--- src/rtl/prio_enc_arb_n.sv ---
`default_nettype none
// ============================================================================
//  Module      : prio_enc_arb_n
//  Description : Registered N-input priority encoder / arbiter with a
//                valid/ready result handshake. In IDLE, a non-zero request
//                vector sampled while en=1 is encoded into out_idx and held
//                in HOLD until out_ready consumes it. A consuming cycle can
//                capture a new result immediately, giving back-to-back
//                results.
//                Default build: fixed priority (highest set index wins).
//                Define PRIO_ENC_ARB_RR_EN for round-robin priority. In that
//                build the search starts at a rotating pointer and runs
//                downward with wrap-around.
//  Revision    : 1.0 - initial release
// ============================================================================
module prio_enc_arb_n #(
    parameter int N    = 4,
    parameter int IDXW = $clog2(N)
) (
    input  logic            clk,
    input  logic            rst_n,
    input  logic            en,
    input  logic [N-1:0]    req,
    input  logic            out_ready,
    output logic            out_valid,
    output logic [IDXW-1:0] out_idx,
    output logic            busy
);

    // ------------------------------------------------------------------------
    // State encoding
    // ------------------------------------------------------------------------
    typedef enum logic [0:0] {
        S_IDLE = 1'b0,
        S_HOLD = 1'b1
    } state_t;

    state_t          r_state;
    logic            r_valid;
    logic [IDXW-1:0] r_idx;

    logic            w_req_any;
    logic            w_slot_free;
    logic            w_capture;
    logic [IDXW-1:0] w_winner;

    // ------------------------------------------------------------------------
    // Fixed-priority search: the highest set index wins. The loop walks
    // upward so later (higher) hits overwrite earlier ones.
    // ------------------------------------------------------------------------
    function automatic logic [IDXW-1:0] f_fixed_winner(input logic [N-1:0] req_v);
        logic [IDXW-1:0] win;
        win = '0;
        for (int i = 0; i < N; i++) begin
            if (req_v[i]) begin
                win = IDXW'(i);
            end
        end
        return win;
    endfunction

    // Capture condition shared by both states. A slot is free when nothing is
    // pending, or when the pending result is being consumed this cycle.
    assign w_req_any   = |req;
    assign w_slot_free = (r_state == S_IDLE) || out_ready;
    assign w_capture   = en && w_req_any && w_slot_free;

`ifdef PRIO_ENC_ARB_RR_EN
    // ------------------------------------------------------------------------
    // Round-robin search: the order is ptr, ptr-1, ..., 0, N-1, ..., ptr+1,
    // and the first set bit wins. The loop runs from the farthest offset
    // down to offset 0, so the hit closest to ptr is written last.
    // ------------------------------------------------------------------------
    function automatic logic [IDXW-1:0] f_rr_winner(input logic [N-1:0]    req_v,
                                                    input logic [IDXW-1:0] ptr);
        logic [IDXW-1:0] win;
        int              pos;
        win = '0;
        for (int j = N - 1; j >= 0; j--) begin
            pos = int'(ptr) - j;
            if (pos < 0) begin
                pos = pos + N;
            end
            if (req_v[pos]) begin
                win = IDXW'(pos);
            end
        end
        return win;
    endfunction

    logic [IDXW-1:0] r_ptr;
    logic [IDXW-1:0] w_ptr_next;

    assign w_winner = f_rr_winner(req, r_ptr);

    // The pointer moves just below the index that was granted. Index 0
    // wraps to N-1.
    assign w_ptr_next = (w_winner == '0) ? IDXW'(N - 1) : (w_winner - IDXW'(1));

    // Rotation pointer: advances only on an actual capture.
    always_ff @(posedge clk or negedge rst_n) begin
        if (!rst_n) begin
            r_ptr <= IDXW'(N - 1);
        end else if (w_capture) begin
            r_ptr <= w_ptr_next;
        end
    end
`else
    assign w_winner = f_fixed_winner(req);
`endif

    // Result FSM. State, valid and index are all registered here.
    always_ff @(posedge clk or negedge rst_n) begin
        if (!rst_n) begin
            r_state <= S_IDLE;
            r_valid <= 1'b0;
            r_idx   <= '0;
        end else begin
            case (r_state)
                S_IDLE: begin
                    if (w_capture) begin
                        r_idx   <= w_winner;
                        r_valid <= 1'b1;
                        r_state <= S_HOLD;
                    end
                end
                S_HOLD: begin
                    // Hold steady until consumed. While out_ready is high,
                    // refill in the same cycle or drop back to IDLE.
                    if (out_ready) begin
                        if (w_capture) begin
                            r_idx   <= w_winner;
                            r_valid <= 1'b1;
                        end else begin
                            r_valid <= 1'b0;
                            r_state <= S_IDLE;
                        end
                    end
                end
                default: begin
                    r_state <= S_IDLE;
                    r_valid <= 1'b0;
                end
            endcase
        end
    end

    assign out_valid = r_valid;
    assign out_idx   = r_idx;
    assign busy      = (r_state == S_HOLD);

endmodule
`default_nettype wire
--- config.mk ---
export PLATFORM = sky130hd
export DESIGN_NAME = prio_enc_arb_n
export DESIGN_NICKNAME = d
export VERILOG_FILES = /design/src/rtl/prio_enc_arb_n.sv
export SDC_FILE = /design/constraint.sdc
export NUM_CORES = 1
export LEC_CHECK = 0
export ABC_AREA = 1
export BUFFER_PORTS_ARGS = -buffer_cell sky130_fd_sc_hd__buf_2
export CORE_AREA = 2 2 39 41
export DETAILED_ROUTE_END_ITERATION = 7
export DIE_AREA = 0 0 41 43
export PLACE_DENSITY = 0.4
export SLEW_MARGIN = 20
export SYNTH_ARGS = -nofsm -noshare
export SYNTH_HDL_FRONTEND = slang
export SYNTH_SLANG_ARGS = --single-unit
--- constraint.sdc ---
create_clock -name clk -period 0.8 [get_ports clk]
set_input_delay 0.2 -clock clk [delete_from_list [all_inputs] [get_ports clk]]
set_output_delay 0.2 -clock clk [all_outputs]
set_load 0.05 [all_outputs]
# [Yosys cells after proc, flatten, opt, wreduce, memory -nomap -nowiden]
# Cells that the tools add are included.
[word_totals] ff_bits=4 elab_cells=23 output_inout_bits=4 inputBits=8
[op_classes] n_eq_ne=2 n_mux=12 bitwise=1 reduce_logical=5
[op_table] operator="$mux W2" count=4
[op_table] operator="$mux W1" count=5
[op_table] operator="$ne A2 B2 Y1 const B" count=2
[op_table] operator="$pmux W1 S2" count=2
[op_table] operator="$pmux W2 S2" count=1
[op_table] operator="$reduce_or A4 Y1" count=1
[op_table] operator="$logic_and A1 B1 Y1" count=2
[op_table] operator="$reduce_and A2 Y1" count=1
[op_table] operator="$logic_or A1 B1 Y1" count=1
[op_table] operator="$not A1 Y1" count=1

# [Logic depth before layout (Yosys ltp)]
# Gate-level depths: netlist (run 1).
[logic_depth] depth_word=6 mapped_depth=5 ltp_nobuf=5

# [Worst setup path before layout (run 1)]
# No wires, ideal clock.
[synth_timing] path_type="register to register" from="register r_state (netlist: busy)" to="register r_idx[0] (netlist: out_idx[0])" stages_incl_launch_ff=5 t_required_ns=0.682 t_arrival_ns=0.935 path_slack_ns=-0.254 cell_sequence="dfrtp_1 nand2_4 nand3_2 nand2_1 nand2_1"
[synth_via] elab_chain_cells=6 word_cells_on_any_way=7 cone_classes="eq/ne: 1; mux: 3; bitwise: 1; reduce/logical: 2"
[synth_rtl] item="start: declaration" line_no="38" text="state_t r_state;"
[synth_rtl] item="start signal: assignment" line_no="115" text="r_state <= S_IDLE;"
[synth_rtl] item="start signal: assignment" line_no="124" text="r_state <= S_HOLD;"
[synth_rtl] item="start signal: assignment" line_no="136" text="r_state <= S_IDLE;"
[synth_rtl] item="$not A1 Y1"
[synth_rtl] item="$logic_or A1 B1 Y1" line_no="65" text="assign w_slot_free = (r_state == S_IDLE) || out_ready;"
[synth_rtl] item="$logic_and A1 B1 Y1" line_no="66" text="assign w_capture = en && w_req_any && w_slot_free;"
[synth_rtl] item="$mux W2 (2 in series)"
[synth_rtl] item="$pmux W2 S2" line_no="119" text="case (r_state)"
[synth_rtl] item="end signal: assignment" line_no="122" text="r_idx <= w_winner;"
[synth_rtl] item="end signal: assignment" line_no="132" text="r_idx <= w_winner;"
[synth_rtl] item="end: declaration" line_no="40" text="logic [IDXW-1:0] r_idx;"
# Several ways; a longest one is shown, not always the timed one. The select of a mux whose other input is x is not followed.
# A chain may end at the register's enable or synchronous reset.

# [Worst setup path in the final report (run 1)]
[layout_timing] from="register r_state (netlist: busy)" to="output busy"
[layout_rtl] item="end: declaration" line_no="27" text="output logic busy"
# No word-level cell between the ends.

==> metrics.md, run 1 <==
| Metric | Value |
|---|---|
| Post-layout nets | 50 |
| Setup TNS Final | -989 ps |
| Clock-pin slew on the worst setup and hold paths | approximately 40 ps |
| Register bit total from synthesis | 4 |
| I/O Buffers | 11 |
| Post-route core utilization | 0.279 |
| Antenna Diode Count | 0 |
| Slowest cell on the critical path | dfrtp_2 |
| Worst Max-Slew Pin Slew | 160 ps |
| Worst setup path startpoint | busy |
| Horizontal die dimension | about 41 um |
| Std-Cell Rows | 14 |
| Core Box Area | 0.00138 sq mm |
| Number of I/O pins | 12 |
| Remaining number of nets flagged by the antenna check after routing | 0 |
| Initial drt markers | 4 |
| Min-Delay Path Class | input pin to register |
| Number of sinks handled by clock tree synthesis | 4 |
| Number of antenna violations at the first check in global routing | 0 |
| Share of the clock period used by the worst path after layout | 1.24 |
| Cells along the critical path | buf_6 |
| Power density normalized to cell area | 2030 mW/mm^2 |
| Critical Path RT | 600 ps |
| Number of global-route vias before repair | 211 |
| Family with the most delay on the worst path | flip-flops |
| Drt first pass iters | 4 |
| Final RePlAce weighted congestion | slightly below 0.6 |
| Cell area after technology mapping | 203 sq um |
| Effective utilization at floorplan | 0.146 |
| Static leakage | 0.000187 uW |
| Maximum number of pins on one net before global-route repair | 5 |
| Max cap viols | 0 |
| Vertical die dimension | between 40 and 50 um |
| Arrival time of data at the critical path endpoint | 790 ps |
| Count of final max-slew check failures | 0 |
| Number of buffer and inverter stages on the critical path | 1 |
| Area grow syn2layout | 90.7% |
| Final setup slack of the worst path | -191 ps |
| Yosys warns | 0 |
| Run status | complete, but fails checks |
| Total global routing track utilization | 0.0724 |
| Origin of the worst min-delay path | out_ready |
| TritonCTS Buffers | 3 |
| Period minus WS final | 991 ps |
| Per-instance average area after synthesis | slightly below 9 sq um |
| Crit Path Class | register to primary output |
| Avg Vias per Cell | roughly 3.8 |
| Gate count of the mapped netlist | 23 |
| Crit path max fanout | 2 |
| Worst-case clock buffer depth | 2 |
| Peak supply drop | 490 uV |
| Part of the Yosys area used for sequential elements | 0.494 |
| TritonCTS clock tree | yes |
| Critical path capture point type | primary output |
| Unrepaired setup endpoints after global routing | yes |
| CP Launch Type | register |
| Achievable clock frequency | between 1 and 1.5 GHz |
| Filler Cells Inserted | 153 |
| Full die area | between 0.0015 and 0.002 sq mm |
| DR WL/cell | around 8.8 um |
| Number of failing setup endpoints in the final timing report | 7 |
| Sum of overflow across all layers after global routing | 0 |
| Final hold vios | 0 |
| Clock latency at the later pin of the worst-skew pair | 230 ps |
| Setup skew after layout | 3.64 ps |
| Commonest non-fill, non-tap cell in the layout | buf_2 |
| Violated checks | setup timing |
| Number of unique standard cell types used by synthesis | 10 |
| Level count of the clock H-tree | 1 |
| DRC violations left | 0 |
| Share of cells above drive strength 1 | 0.700 |
| Highest-count cells in the layout ignoring fill and taps | buf_2 (7), nand2_1 (6), buf_6 (6) |
| HPWL after detailed placement | 366 um |
| Syn Nets | 31 |
| Total length of routed wires | 490 um |
| Worst path max stage delay | roughly 400 ps |
| FF-to-FF Start | busy |
| Wire length of the first global-routing pass | 779 um |
| Slew margin rel. | 0.893 |
| Root buffer cell | clkbuf_4 |
| Total via count in the routed design | 211 |
layout make-up:
cell class	count	area, sq um	area share
Multi-Input combinational cell	17	119	0.307
Tap cell	16	20.0	0.0518
Inverter	2	7.51	0.0194
Timing Repair Buffer	14	113	0.291
Sequential cell	4	105	0.272
Clock buffer	3	22.5	0.0583
path summary, 6_finish.rpt:
check | to | slack (ps) | cells after the start
min reg2reg | out_idx[0] | 500 | 2
min in group asynchronous | out_valid | 300 | 2
max in group asynchronous | out_idx[1] | 360 | 2
min | out_valid | 250 | 4
max reg2reg | out_idx[1] | -110 | 5
max | busy | -190 | 1
repair_timing:
item | CTS | global route
buffers inserted | 2 | 0
hold endpoints to repair | 4 | 0
hold buffers | 1 | 0
pin swaps | 3 | 2
gates resized for setup | 9 | 6
endpoints found under the setup margin | 6 | 8
cloned | 0 | 0
sequential cells by signal (all words and copies together) (netlist names):
register	flops
busy	1
out_valid	1
out_idx	2
worst reg2reg max path, delay by kind of cell, from the launching register on:
kind / cells / cell delay [ps]
flops: 1 / 400
simple gates: 4 / 250
buf+inv: 1 / 130
kinds of logic (layout without fill, tap and decap cells):
| family | after synthesis | in the layout | synth area share |
|---|---|---|---|
| simple gates | 16 | 16 | 0.432 |
| compound gates | 1 | 1 | 0.0371 |
| buf+inv | 2 | 19 | 0.0371 |
| flops | 4 | 4 | 0.494 |
Yosys cell counts:
master | n | share of area
inv_1 | 2 | 0.037
nand3b_1 | 1 | 0.037
nand2_2 | 1 | 0.031
nor2_2 | 2 | 0.062
nand4_1 | 1 | 0.031
nand2_4 | 1 | 0.056
nand3_2 | 1 | 0.049
nand2_1 | 9 | 0.17
dfrtp_1 | 4 | 0.49
o21bai_1 | 1 | 0.037
where the power goes:
group / total (uW) / switching [uW] / internal, uW
sequential: 254 / 19.4 / 235
combinational: 277 / 166 / 110
clock: 254 / 85.9 / 168
through the flow:
step	hold slack, ps	cells	total power (uW)	instance area [sq um]	worst slack [ps]
after floorplan	-95.6	23	393	208	-117
after global placement	11.4	50	453	283	-29.8
after detailed placement	13.4	50	457	283	-32.5
after CTS	213	56	778	359	-203
after global routing	266	56	828	387	-214
final	245	56	784	387	-191
per-layer routing:
layer / vias up / track usage / part of all wire
li1: 107 / - / -
met2: 9 / 0.0875 / 0.52
met4: 0 / 0.100 / 0
met3: 0 / 0.0157 / 0.059
met5: - / 0 / 0
met1: 95 / 0.0839 / 0.42
(Power assumes the default switching activity.)
==> run 2: changes to the inputs <==
--- a/config.mk
+++ b/config.mk
@@ -10,7 +10,7 @@
 export CORE_AREA = 2 2 39 41
 export DETAILED_ROUTE_END_ITERATION = 7
 export DIE_AREA = 0 0 41 43
-export PLACE_DENSITY = 0.4
+export PLACE_DENSITY = 0.39
 export SLEW_MARGIN = 20
 export SYNTH_ARGS = -nofsm -noshare
 export SYNTH_HDL_FRONTEND = slang
==> run 2 against run 1 <==
The flow still finishes with violations (setup timing); global-route usage down 1.3 points; largest power group unchanged; routed wire length down 5.7%; final area down 1.6%; largest cell class is now buffers.
==> metrics.md, run 2 (same netlist as run 1, synthesis figures left out) <==
| Metric | Value |
|---|---|
| Worst-case clock buffer depth | 2 (unchanged) |
| Number of I/O pins | 12 (unchanged) |
| Count of final max-slew check failures | 0 (unchanged) |
| DRC violations left | 0 (unchanged) |
| Worst slack after detailed placement | -36.3 ps (-3.76 ps) |
| Static leakage | 0.000193 uW (+3.2%) |
| Unrepaired setup endpoints after global routing | yes |
| Worst reg2reg path depth | 5 (unchanged) |
| Antenna Diode Count | 0 (unchanged) |
| Overall power after layout | 785 uW (about the same) |
| Remaining number of nets flagged by the antenna check after routing | 0 (unchanged) |
| HPWL after detailed placement | 350 um (-4.3%) |
| Combined area of the multi-input logic cells | 105 sq um (-12%) |
| TritonCTS Buffers | 3 (unchanged) |
| DR WL/cell | 8.11 um (-7.4%) |
| Final RePlAce weighted congestion | 0.604 (+2.3%) |
| Period minus WS final | 991 ps (+0.140 ps) |
| Full die area | 0.00176 sq mm (unchanged) |
| Total global routing track utilization | 0.0593 (-0.0131) |
| Setup skew after layout | 4.57 ps (+0.927 ps) |
| Effective utilization at floorplan | 0.146 (unchanged) |
| Number of buffer and inverter stages on the critical path | 1 (unchanged) |
| Number of global-route vias before repair | 162 (-23%) |
| Horizontal die dimension | 41 um (unchanged) |
| Level count of the clock H-tree | 1 (unchanged) |
| Post-layout nets | 51 (+2.0%) |
| Flop pwr share | 0.325 (about the same) |
| Max cap viols | 0 (unchanged) |
| Worst min-delay path endpoint | out_valid |
| Final hold vios | 0 (unchanged) |
| Family with the most delay on the worst path | flip-flops |
| Net switching power of the design | 260 uW (-4.3%) |
| Share of the clock period used by the worst path after layout | 1.24 (about the same) |
| Worst Max-Slew Pin Slew | 120 ps (-40.1 ps) |
| Int Pwr | 525 uW (+2.3%) |
| FF-to-FF Start | busy |
| CP Launch Type | register |
| I/O Buffers | 11 (unchanged) |
| R2R Setup Slk | -90 ps (+20 ps) |
| Worst path max stage delay | 410 ps (about the same) |
| Origin of the worst min-delay path | out_ready |
| Capture instance of the worst register-to-register path | out_idx[0] |
| Maximum number of pins on one net before global-route repair | 5 (unchanged) |
| Sum of overflow across all layers after global routing | 0 (unchanged) |
| TritonCTS clock tree | yes |
| Number of sinks handled by clock tree synthesis | 4 (unchanged) |
| Worst setup path startpoint | out_idx[1] |
| Violated checks | setup timing |
| Power density normalized to cell area | 2060 mW/mm^2 (+1.7%) |
| Number of antenna violations at the first check in global routing | 0 (unchanged) |
| Avg Vias per Cell | 3.46 (-8.3%) |
| Hold slack final | 242 ps (-3.13 ps) |
| Highest-count cells in the layout ignoring fill and taps | nand2_1 (8), buf_2 (7), dfrtp_2 (4), buf_6 (4), clkbuf_4 (3) |
| Post-route core utilization | 0.275 (-0.00452) |
| Instance count along the most critical hold path | 4 (unchanged) |
| Initial drt markers | 3 (-1) |
| Vertical die dimension | 43 um (unchanged) |
| Wire length of the first global-routing pass | 634 um (-19%) |
| Total via count in the routed design | 197 (-6.6%) |
| Arrival time of data at the critical path endpoint | 790 ps (about the same) |
| Slowest cell on the critical path | dfrtp_2 |
| Critical Path RT | 600 ps (about the same) |
| Total length of routed wires | 462 um (-5.7%) |
| Crit Path Class | register to primary output |
| Switching part of the total power | 0.331 (-0.0150) |
| Peak supply drop | 473 uV (-3.3%) |
| Core Box Area | 0.00138 sq mm (unchanged) |
| Critical path capture point type | primary output |
| Min-Delay Path Class | input pin to register |
| Share of cells above drive strength 1 | 0.659 (-0.0415) |
| Slew margin rel. | 0.920 (+0.0267) |
| Cells along the critical path | buf_8 |
| Crit path max fanout | 2 (unchanged) |
| Commonest non-fill, non-tap cell in the layout | nand2_1 |
| Achievable clock frequency | 1.01 GHz (about the same) |
| Portion of total power attributed to the clock network | 0.314 (-0.010) |
| Clock latency at the later pin of the worst-skew pair | 230 ps (about the same) |
| Area grow syn2layout | 87.7% |
| Number of failing setup endpoints in the final timing report | 6 (-1) |
| Clock-pin slew on the worst setup and hold paths | 40 ps (about the same) |
| Filler Cells Inserted | 149 (-2.6%) |
| Run status | complete, but fails checks |
| Drt first pass iters | 4 (unchanged) |
| Root buffer cell | clkbuf_4 |
| Portion of total power attributed to combinational logic | 0.362 (+0.009) |
| Std-Cell Rows | 14 (unchanged) |
| Area taken by flip-flops and latches | 105 sq um (unchanged) |
| Final setup slack of the worst path | -191 ps (-0.140 ps) |
| Number of flip-flops under the largest register name | 2 (unchanged) |
-- run 2: worst max path at each step --
stage	endpoint	slack (ps)	cells past startpoint
2_1_floorplan	out_idx[0]	-120	4
3_3_place_gp	busy	-30	1
3_5_place_dp	busy	-40	1
4_1_cts	out_idx[1]	-200	1
5_1_grt	busy	-210	1
6_report	out_idx[1]	-190	1
-- run 2: timing repair --
| item | in CTS | in global routing |
|---|---|---|
| setup buffers | 1 | 1 |
| pin swaps | 4 | 1 |
| endpoints found under the hold margin | 4 | 0 |
| gates resized for setup | 9 | 3 |
| hold buffers | 1 | 0 |
| setup endpoints to repair | 6 | 7 |
-- run 2: area by class of cell --
class,instances,share of cell area
repair buffers,15,0.316
multi-input cells,17,0.276
inverters,2,0.0197
clock buffers,3,0.0592
flip-flops and latches,4,0.276
well taps,16,0.0526
-- run 2: layer usage --
| layer | vias to the layer above | track usage | part of all wire |
|---|---|---|---|
| met2 | 12 | 0.0594 | 0.41 |
| met1 | 76 | 0.0806 | 0.48 |
| met5 | - | 0 | 0 |
| li1 | 109 | - | - |
| met3 | 0 | 0.0157 | 0.11 |
| met4 | 0 | 0.0800 | 0 |
-- run 2: power groups by stage --
stage | registers (uW) | clock network (uW) | logic (uW)
2_1_floorplan | 347 | 0 | 46.0
3_3_place_gp | 252 | 0 | 214
3_5_place_dp | 251 | 0 | 214
4_1_cts | 254 | 257 | 261
5_1_grt | 256 | 263 | 307
6_report | 255 | 246 | 284
-- run 2: per-stage QoR --
| step | instance area [sq um] | TNS, ps | instances |
|---|---|---|---|
| floorplan | 208 | -298 | 23 |
| global placement | 290 | -61.4 | 51 |
| detailed placement | 290 | -50.0 | 51 |
| CTS | 359 | -962 | 56 |
| global route | 380 | -1140 | 57 |
| finish | 380 | -909 | 57 |
